<file path="config.mk">
export PLATFORM = sky130hd
export DESIGN_NAME = scl_gen_param
export DESIGN_NICKNAME = d
export VERILOG_FILES = /design/src/rtl/scl_gen_param.sv
export SDC_FILE = /design/constraint.sdc
export NUM_CORES = 1
export LEC_CHECK = 0
export ABC_CLOCK_PERIOD_IN_PS = 2640
export CORE_UTILIZATION = 47
export DETAILED_ROUTE_END_ITERATION = 6
export PLACE_DENSITY = 0.8
export SYNTH_ARGS = -nofsm -noshare
export SYNTH_HDL_FRONTEND = slang
export SYNTH_SLANG_ARGS = --single-unit
</file>
<file path="constraint.sdc">
create_clock -name i_sdr_ctrl_clk -period 2.64 [get_ports i_sdr_ctrl_clk]
set_input_delay 0.528 -clock i_sdr_ctrl_clk [delete_from_list [all_inputs] [get_ports i_sdr_ctrl_clk]]
set_output_delay 0.528 -clock i_sdr_ctrl_clk [all_outputs]
set_load 0.01 [all_outputs]
</file>
<file path="src/rtl/scl_gen_param.sv">
// I3C SDR SCL generator with runtime-programmable push-pull / open-drain low and high periods.
// Optional completed-cycle counter output enabled by defining SCL_GEN_CYCLE_CNT_EN.
module scl_gen_param #(
  parameter int CNT_W = 8,
  parameter int CYC_W = 16
) (
  input  logic             i_sdr_ctrl_clk,
  input  logic             i_sdr_ctrl_rst_n,
  input  logic             i_scl_gen_pp_od,
  input  logic             i_scl_gen_stall,
  input  logic             i_sdr_ctrl_scl_idle,
  input  logic             i_timer_cas,
  input  logic [CNT_W-1:0] i_cfg_pp_low,
  input  logic [CNT_W-1:0] i_cfg_pp_high,
  input  logic [CNT_W-1:0] i_cfg_od_low,
  input  logic [CNT_W-1:0] i_cfg_od_high,
  output logic             o_scl,
  output logic             o_scl_pos_edge,
  output logic             o_scl_neg_edge,
  output logic             o_scl_busy
`ifdef SCL_GEN_CYCLE_CNT_EN
  ,
  output logic [CYC_W-1:0] o_scl_cycle_cnt
`endif
);

  typedef enum logic [1:0] {
    IDLE = 2'd0,
    CAS  = 2'd1,
    LOW  = 2'd2,
    HIGH = 2'd3
  } state_t;

  if (CNT_W < 1 || CYC_W < 1) begin : g_param_check
    $error("scl_gen_param: CNT_W and CYC_W must be at least 1");
  end

  state_t           state;
  logic [CNT_W-1:0] cnt;
  logic [CNT_W-1:0] phase_len;
  logic [CNT_W-1:0] low_len;
  logic [CNT_W-1:0] high_len;
  logic             low_done;
  logic             high_done;
  logic             to_idle;

  // A programmed period of zero behaves as one clock, so SCL never drops below a 2-clock period.
  function automatic logic [CNT_W-1:0] eff_len(input logic [CNT_W-1:0] p);
    return (p == '0) ? CNT_W'(1) : p;
  endfunction

  // NOTE: every always_comb output gets a value on every path; a missing branch would infer a latch.
  always_comb begin
    low_len   = eff_len(i_scl_gen_pp_od ? i_cfg_pp_low  : i_cfg_od_low);
    high_len  = eff_len(i_scl_gen_pp_od ? i_cfg_pp_high : i_cfg_od_high);
    low_done  = (state == LOW)  && (cnt == phase_len) && !i_scl_gen_stall;
    high_done = (state == HIGH) && (cnt == phase_len);
    to_idle   = ((state == CAS) || high_done) && i_sdr_ctrl_scl_idle;
  end

  // NOTE: sequential state uses non-blocking assignments so every register samples pre-edge values.
  always_ff @(posedge i_sdr_ctrl_clk) begin
    if (!i_sdr_ctrl_rst_n) begin
      state          <= IDLE;
      cnt            <= '0;
      phase_len      <= '0;
      o_scl          <= 1'b1;
      o_scl_pos_edge <= 1'b0;
      o_scl_neg_edge <= 1'b0;
      o_scl_busy     <= 1'b0;
    end else begin
      o_scl_pos_edge <= 1'b0;
      o_scl_neg_edge <= 1'b0;
      if (to_idle) begin
        state      <= IDLE;
        cnt        <= '0;
        o_scl      <= 1'b1;
        o_scl_busy <= 1'b0;
      end else begin
        unique case (state)
          IDLE: begin
            if (!i_sdr_ctrl_scl_idle) begin
              state      <= CAS;
              o_scl_busy <= 1'b1;
            end
          end
          CAS: begin
            if (i_timer_cas) begin
              state          <= LOW;
              cnt            <= CNT_W'(1);
              phase_len      <= low_len;
              o_scl          <= 1'b0;
              o_scl_neg_edge <= 1'b1;
            end
          end
          LOW: begin
            // At terminal count a held stall leaves cnt parked on phase_len.
            if (low_done) begin
              state          <= HIGH;
              cnt            <= CNT_W'(1);
              phase_len      <= high_len;
              o_scl          <= 1'b1;
              o_scl_pos_edge <= 1'b1;
            end else if (cnt != phase_len) begin
              cnt <= cnt + 1'b1;
            end
          end
          HIGH: begin
            if (high_done) begin
              state          <= LOW;
              cnt            <= CNT_W'(1);
              phase_len      <= low_len;
              o_scl          <= 1'b0;
              o_scl_neg_edge <= 1'b1;
            end else begin
              cnt <= cnt + 1'b1;
            end
          end
          default: begin
            state      <= IDLE;
            cnt        <= '0;
            o_scl      <= 1'b1;
            o_scl_busy <= 1'b0;
          end
        endcase
      end
    end
  end

`ifdef SCL_GEN_CYCLE_CNT_EN
  always_ff @(posedge i_sdr_ctrl_clk) begin
    if (!i_sdr_ctrl_rst_n || to_idle) begin
      o_scl_cycle_cnt <= '0;
    end else if (low_done) begin
      o_scl_cycle_cnt <= o_scl_cycle_cnt + 1'b1;
    end
  end
`endif

endmodule

</file>
==> results.txt, run 1 <==
Outcome = finished with violations
CTS sink cnt = 22
Tightest Hold Check Type = register to register
Die area = 3250 um2
Synth Instances = 152
DRT Wirelength = 3.15 mm
First-pass GRT wire length = 5.31 mm
Synth Cell Area = 1420 um2
Rel. slew slack = 62.1%
CTS root buffer = clkbuf_4
CTS resizes = 0
Tmin final = 2150 ps
CP required = 2850 ps
Vias in the first global route = 1,264
Post-route design area = 1850 um2
Pre-CTS setup slack = 491 ps
DR WL/cell = 14.3 um
Cells after DPL = 218
Largest area contributor in the synthesized netlist = dfxtp_1
Maxcap violations = 0
Synth Area in Compound Gates = 15.9%
Placeable Area = 2810 um2
Initial Utilization = 50.6%
Nets = 231
Num CTS Buffers = 3
Hold Fails Final Rpt = 0
Sum Neg Setup Slack = 0 ps
Top FF cell, synth = dfxtp_1
Critical path arrival = 2360 ps
Sequential share of the synthesized area = 31.0%
Largest family of logic cells by synthesized area = simple AND/OR/NAND/NOR gates
Largest net degree at the start of global routing = 15
Worst-margin pin slew = 563 ps
Die Ht = 57.0 um
Post-synth EDFFs = 0
Gr usage total = 20.9%
Final period utilization = 81.4%
Multiplexer share of the synthesized area = 19.8%
Detailed placer's ending HPWL = 2.60 mm
Commonest cells after routing, fill and taps aside = clkdlybuf4s50_1 (41), nand2_1 (26), dfxtp_1 (22)
YS warnings = 0
Failing checks = design-rule violations
Critical path capture point type = register
Max-slew violation count = 0
Top-area cell type share of the netlist area = 31.0%
Top cells by area in the synthesized netlist = dfxtp_1 (31%), mux4_4 (8.8%), mux2i_1 (7.0%), nand2_1 (6.9%), xor2_1 (4.9%)
Syn Nets = 191
Site Rows = 19
# Post-CTS Setup Buffers = 0
Worst-path clk slew = 110 ps
First DRT Iteration DRCs = 69
PortBufs = 41
H-tree depth = 1
Post-synthesis cell type count = 44
Layout cells sized above 1 = 10.5%
#FFs+latches synth = 22
Worst clock skew = 10.7 ps
CTS Buffer Depth = 2
Final Core Density = 66.0%
Post-synthesis simple-gate area fraction = 22.9%
LEAKAGE = 0.711 nW
Worst-Skew Late Latency = 310 ps
TritonCTS clock tree = done
Hold Buf Count CTS = 0
Final setup margin = 490 ps
Routed via count = 1,331
Die W = 57.0 um
Crit-path max FO = 6
GRT overflow = 0
Startpoint Class = register
Io pins = 42
Xor/xnor share of the synthesized area = 4.93%
FMAX = 465 MHz
Fin cells = 221
Setup Viol. Count Final = 0
Post-route ant nets = 0
Max VDD drop = 0.201 mV
Placer Congestion = 0.856
DRC Markers = 3
Crit Path Class = register to register
Layout area overhead = 30.3%
RSZ-0062 raised after global routing = false
Post-DP Area = 1830 um2
Commonest non-fill, non-tap cell in the layout = clkdlybuf4s50_1
Ant diodes = 0
Antenna violations before repair = 0
PD cells = 414 nW/um2
Vias/cell = 6.02
TritonRoute pass-1 iters = 7
Adder and majority gate portion of the synthesized area = 0.881%
Syn Area/Cell = 9.34 um2
Async set or reset register ratio after synthesis = 0%
[per-layer routing]
layer / up-vias / GRT usage, % / wire length [um]
met5: - / 0 / 0
met4: 0 / 9.06 / 56
met3: 6 / 1.59 / 179
met2: 66 / 39.8 / 1630
met1: 611 / 23.8 / 1280
li1: 648 / - / -
[final cells by class]
class                   count  area [um2]
fillers                   232         955
multi-input cells         120         916
flip-flops and latches     22         440
repair buffers             43         425
well taps                  31        38.8
clock buffers               3        22.5
inverters                   2        7.51
[sequential cells by signal, summed over array words and instances (netlist names)]
register	cells
cnt	8
phase_len	8
state	2
o_scl	1
o_scl_busy	1
o_scl_neg_edge	1
o_scl_pos_edge	1
[kinds of logic (layout without fill, tap and decap cells)]
| logic type | Yosys count | after routing |
|---|---|---|
| mux | 18 | 18 |
| flops | 22 | 22 |
| simple gates | 63 | 63 |
| buf+inv | 10 | 48 |
| xor+xnor | 8 | 8 |
| fa+ha+maj | 1 | 1 |
| compound gates | 30 | 30 |
[cells in the mapped netlist (3+ instances only)]
cell type	count
mux2i_1	10
nor2_1	8
nand3_1	3
buf_4	3
or3_1	3
nand2_1	26
nand2b_1	3
a311oi_1	3
mux4_4	5
nor4_1	7
o21ai_0	6
a21oi_1	8
xor2_1	8
dfxtp_1	22
[path summary, 6_finish.rpt]
kind                        startpoint                   endpoint  slack, ps  cells past startpoint
min reg2reg  phase_len[2]$_SDFFE_PN0P_  phase_len[2]$_SDFFE_PN0P_        480                      2
max reg2reg        cnt[5]$_SDFFE_PP0P_         o_scl$_SDFFE_PP1P_        490                      5
min          phase_len[2]$_SDFFE_PN0P_  phase_len[2]$_SDFFE_PN0P_        480                      2
max                cnt[5]$_SDFFE_PP0P_         o_scl$_SDFFE_PP1P_        490                      5
[worst max-delay path, cell delays in order (launching register included)]
cell     delay (ps)
dfxtp_1         380
xor2_1          190
nor4_2          540
and2_4          280
mux2_2          340
a221o_1         330
[through the flow]
step	total power [W]	hold slack [ps]
finish	0.000766	481
global route	0.000806	514
CTS	0.000770	488
detailed placement	0.000626	462
global placement	0.000619	452
floorplan	0.000535	450
[where the power goes]
| group | leakage [nW] | internal, W | switching [W] |
|---|---|---|---|
| Combinational | 0.519 | 0.000140 | 0.000109 |
| Sequential | 0.179 | 0.000349 | 0.0000211 |
| Clock | 0.0138 | 0.0000533 | 0.0000930 |
Power figures use the tool's default switching activity.
==> run 2: changes to the inputs <==
ABC_CLOCK_PERIOD_IN_PS = 2200   (was 2640)
clock period = 2.2 ns   (was 2.64 ns; I/O delays follow)
==> run 2 against run 1 <==
Net effect:
- largest cell class unchanged
- critical path type unchanged
- final cell count increased by 1.8%
- flip-flop and latch count unchanged
- the flow still finishes with violations (design-rule violations)
- setup slack got worse by 270 ps
- highest routed layer unchanged
- clock skew about the same
==> results.txt, run 2 (same netlist as run 1, synthesis figures left out) <==
Seq pwr share = 45.1%
RSZ-0062 raised after global routing = false
Setup Viol. Count Final = 0
DR WL/cell = 14.5 um
Critical path capture point type = register
Critical path arrival = 2180 ps
Worst-Skew Late Latency = 300 ps
Worst hold slack = 480 ps
Gr usage total = 21.5%
Die Ht = 57.0 um
Placeable Area = 2810 um2
Crit-path cells = xor2_1 > nor4_2 > buf_4 > a21boi_2 > o21ai_2 > a221o_1
Rel. slew slack = 65.4%
Int Pwr = 0.000706 W
Vias in the first global route = 1,322
Tmin final = 1980 ps
First DRT Iteration DRCs = 81
R2R Path Start = cnt[4]$_SDFFE_PP0P_
Max VDD drop = 0.222 mV
CTS root buffer = clkbuf_4
Commonest cells after routing, fill and taps aside = clkdlybuf4s50_1 (41), nand2_1 (26), dfxtp_1 (22)
Worst path top cell family by delay = compound AO/OA/AOI/OAI gates
Die area = 3250 um2
Switch Pwr = 0.000281 W
CP required = 2410 ps
Biggest regs = cnt (8), phase_len (8), state (2)
Hold Path Depth = 2
CTS sink cnt = 22
Crit. Startpoint = cnt[4]$_SDFFE_PP0P_
Detailed placer's ending HPWL = 2.68 mm
Worst path bufs/invs = 1
Reg2Reg Depth = 6
Largest net degree at the start of global routing = 15
Slowest CP cell = dfxtp_1
DRC Markers = 3
Commonest non-fill, non-tap cell in the layout = clkdlybuf4s50_1
Antenna violations before repair = 0
Worst clock skew = 10.7 ps
Num CTS Buffers = 3
Die W = 57.0 um
Ant diodes = 0
Failing checks = design-rule violations
H-tree depth = 1
Worst-path clk slew = 120 ps
Number of cells on the critical path = 6
Final period utilization = 89.9%
FMAX = 506 MHz
Sum Neg Setup Slack = 0 ps
DRT Wirelength = 3.26 mm
FF-to-FF setup slack = 220 ps
Hold Fails Final Rpt = 0
Hold_sp = phase_len[2]$_SDFFE_PN0P_
Critical path's largest stage delay = 460 ps
Vias/cell = 5.92
Max-slew violation count = 0
# Post-CTS Setup Buffers = 0
Clock power share = 22.0%
Startpoint Class = register
CTS resizes = 0
Hold Buf Count CTS = 0
Worst-margin pin slew = 519 ps
Layout cells sized above 1 = 12.4%
Sw Ratio = 28.5%
Initial Utilization = 50.6%
PortBufs = 41
Crit-path max FO = 12
Total power = 0.000986 W
Layout area overhead = 33.7%
Nets = 234
TritonCTS clock tree = done
LEAKAGE = 0.736 nW
First-pass GRT wire length = 5.51 mm
Maxcap violations = 0
TritonRoute pass-1 iters = 6
Crit Reg-Reg Endpoint = o_scl$_SDFFE_PP1P_
Routed via count = 1,332
Placer Congestion = 0.839
Crit Path Class = register to register
Tightest Hold Check Type = register to register
Site Rows = 19
CTS Buffer Depth = 2
PD cells = 519 nW/um2
GRT overflow = 0
Gate power share = 32.9%
Min-Delay Endpoint = phase_len[2]$_SDFFE_PN0P_
Io pins = 42
Outcome = finished with violations
Post-route ant nets = 0
## run 2: cell count changes in the layout (fill, tap and decap cells not counted), sizes merged
cell	before	now
clkbuf	3	4
buf	2	5
## run 2: worst min-delay path, cell delays in order, from the launching register on
cell and delay [ps]:
dfxtp_1 330, nand2_1 50, mux2i_1 60
## run 2: stage by stage
step	util, %	cells	setup slack [ps]	area (um2)
2_1_floorplan	-	152	209	1420
3_3_place_gp	66.4	221	201	1860
3_5_place_dp	66.4	221	169	1860
4_1_cts	67.7	225	246	1900
5_1_grt	67.7	225	66.8	1900
6_report	67.7	225	222	1900
## run 2: final cells by class
cell class              count  area (um2)
repair buffers             46         460
well taps                  31        38.8
flip-flops and latches     22         440
inverters                   2        7.51
fillers                   228         906
multi-input cells         120         916
clock buffers               4        36.3
## run 2: worst max path at each step
| stage | slack, ps | endpoint |
|---|---|---|
| final | 220 | o_scl$_SDFFE_PP1P_ |
| after global routing | 70 | cnt[5]$_SDFFE_PP0P_ |
| after CTS | 250 | o_scl$_SDFFE_PP1P_ |
| after detailed placement | 170 | phase_len[1]$_SDFFE_PN0P_ |
| after global placement | 200 | phase_len[1]$_SDFFE_PN0P_ |
| after floorplan | 210 | o_scl$_SDFFE_PP1P_ |
## run 2: layer usage
metal	wire [um]	global-route usage, %	part of all wire [%]	vias to the layer above
met2	1650	39.3	51	50
met3	118	1.36	3.6	6
met5	0	0	0	-
met4	72	11.8	2.2	0
met1	1410	25.0	43	621
li1	-	-	-	655
## run 2: power by group through the flow
stage / combinational (W) / clock (W) / sequential, W
after floorplan: 0.000199 / 0 / 0.000444
after global placement: 0.000311 / 0 / 0.000452
after detailed placement: 0.000322 / 0 / 0.000453
after CTS: 0.000324 / 0.000229 / 0.000444
after global routing: 0.000351 / 0.000242 / 0.000448
final: 0.000325 / 0.000217 / 0.000445
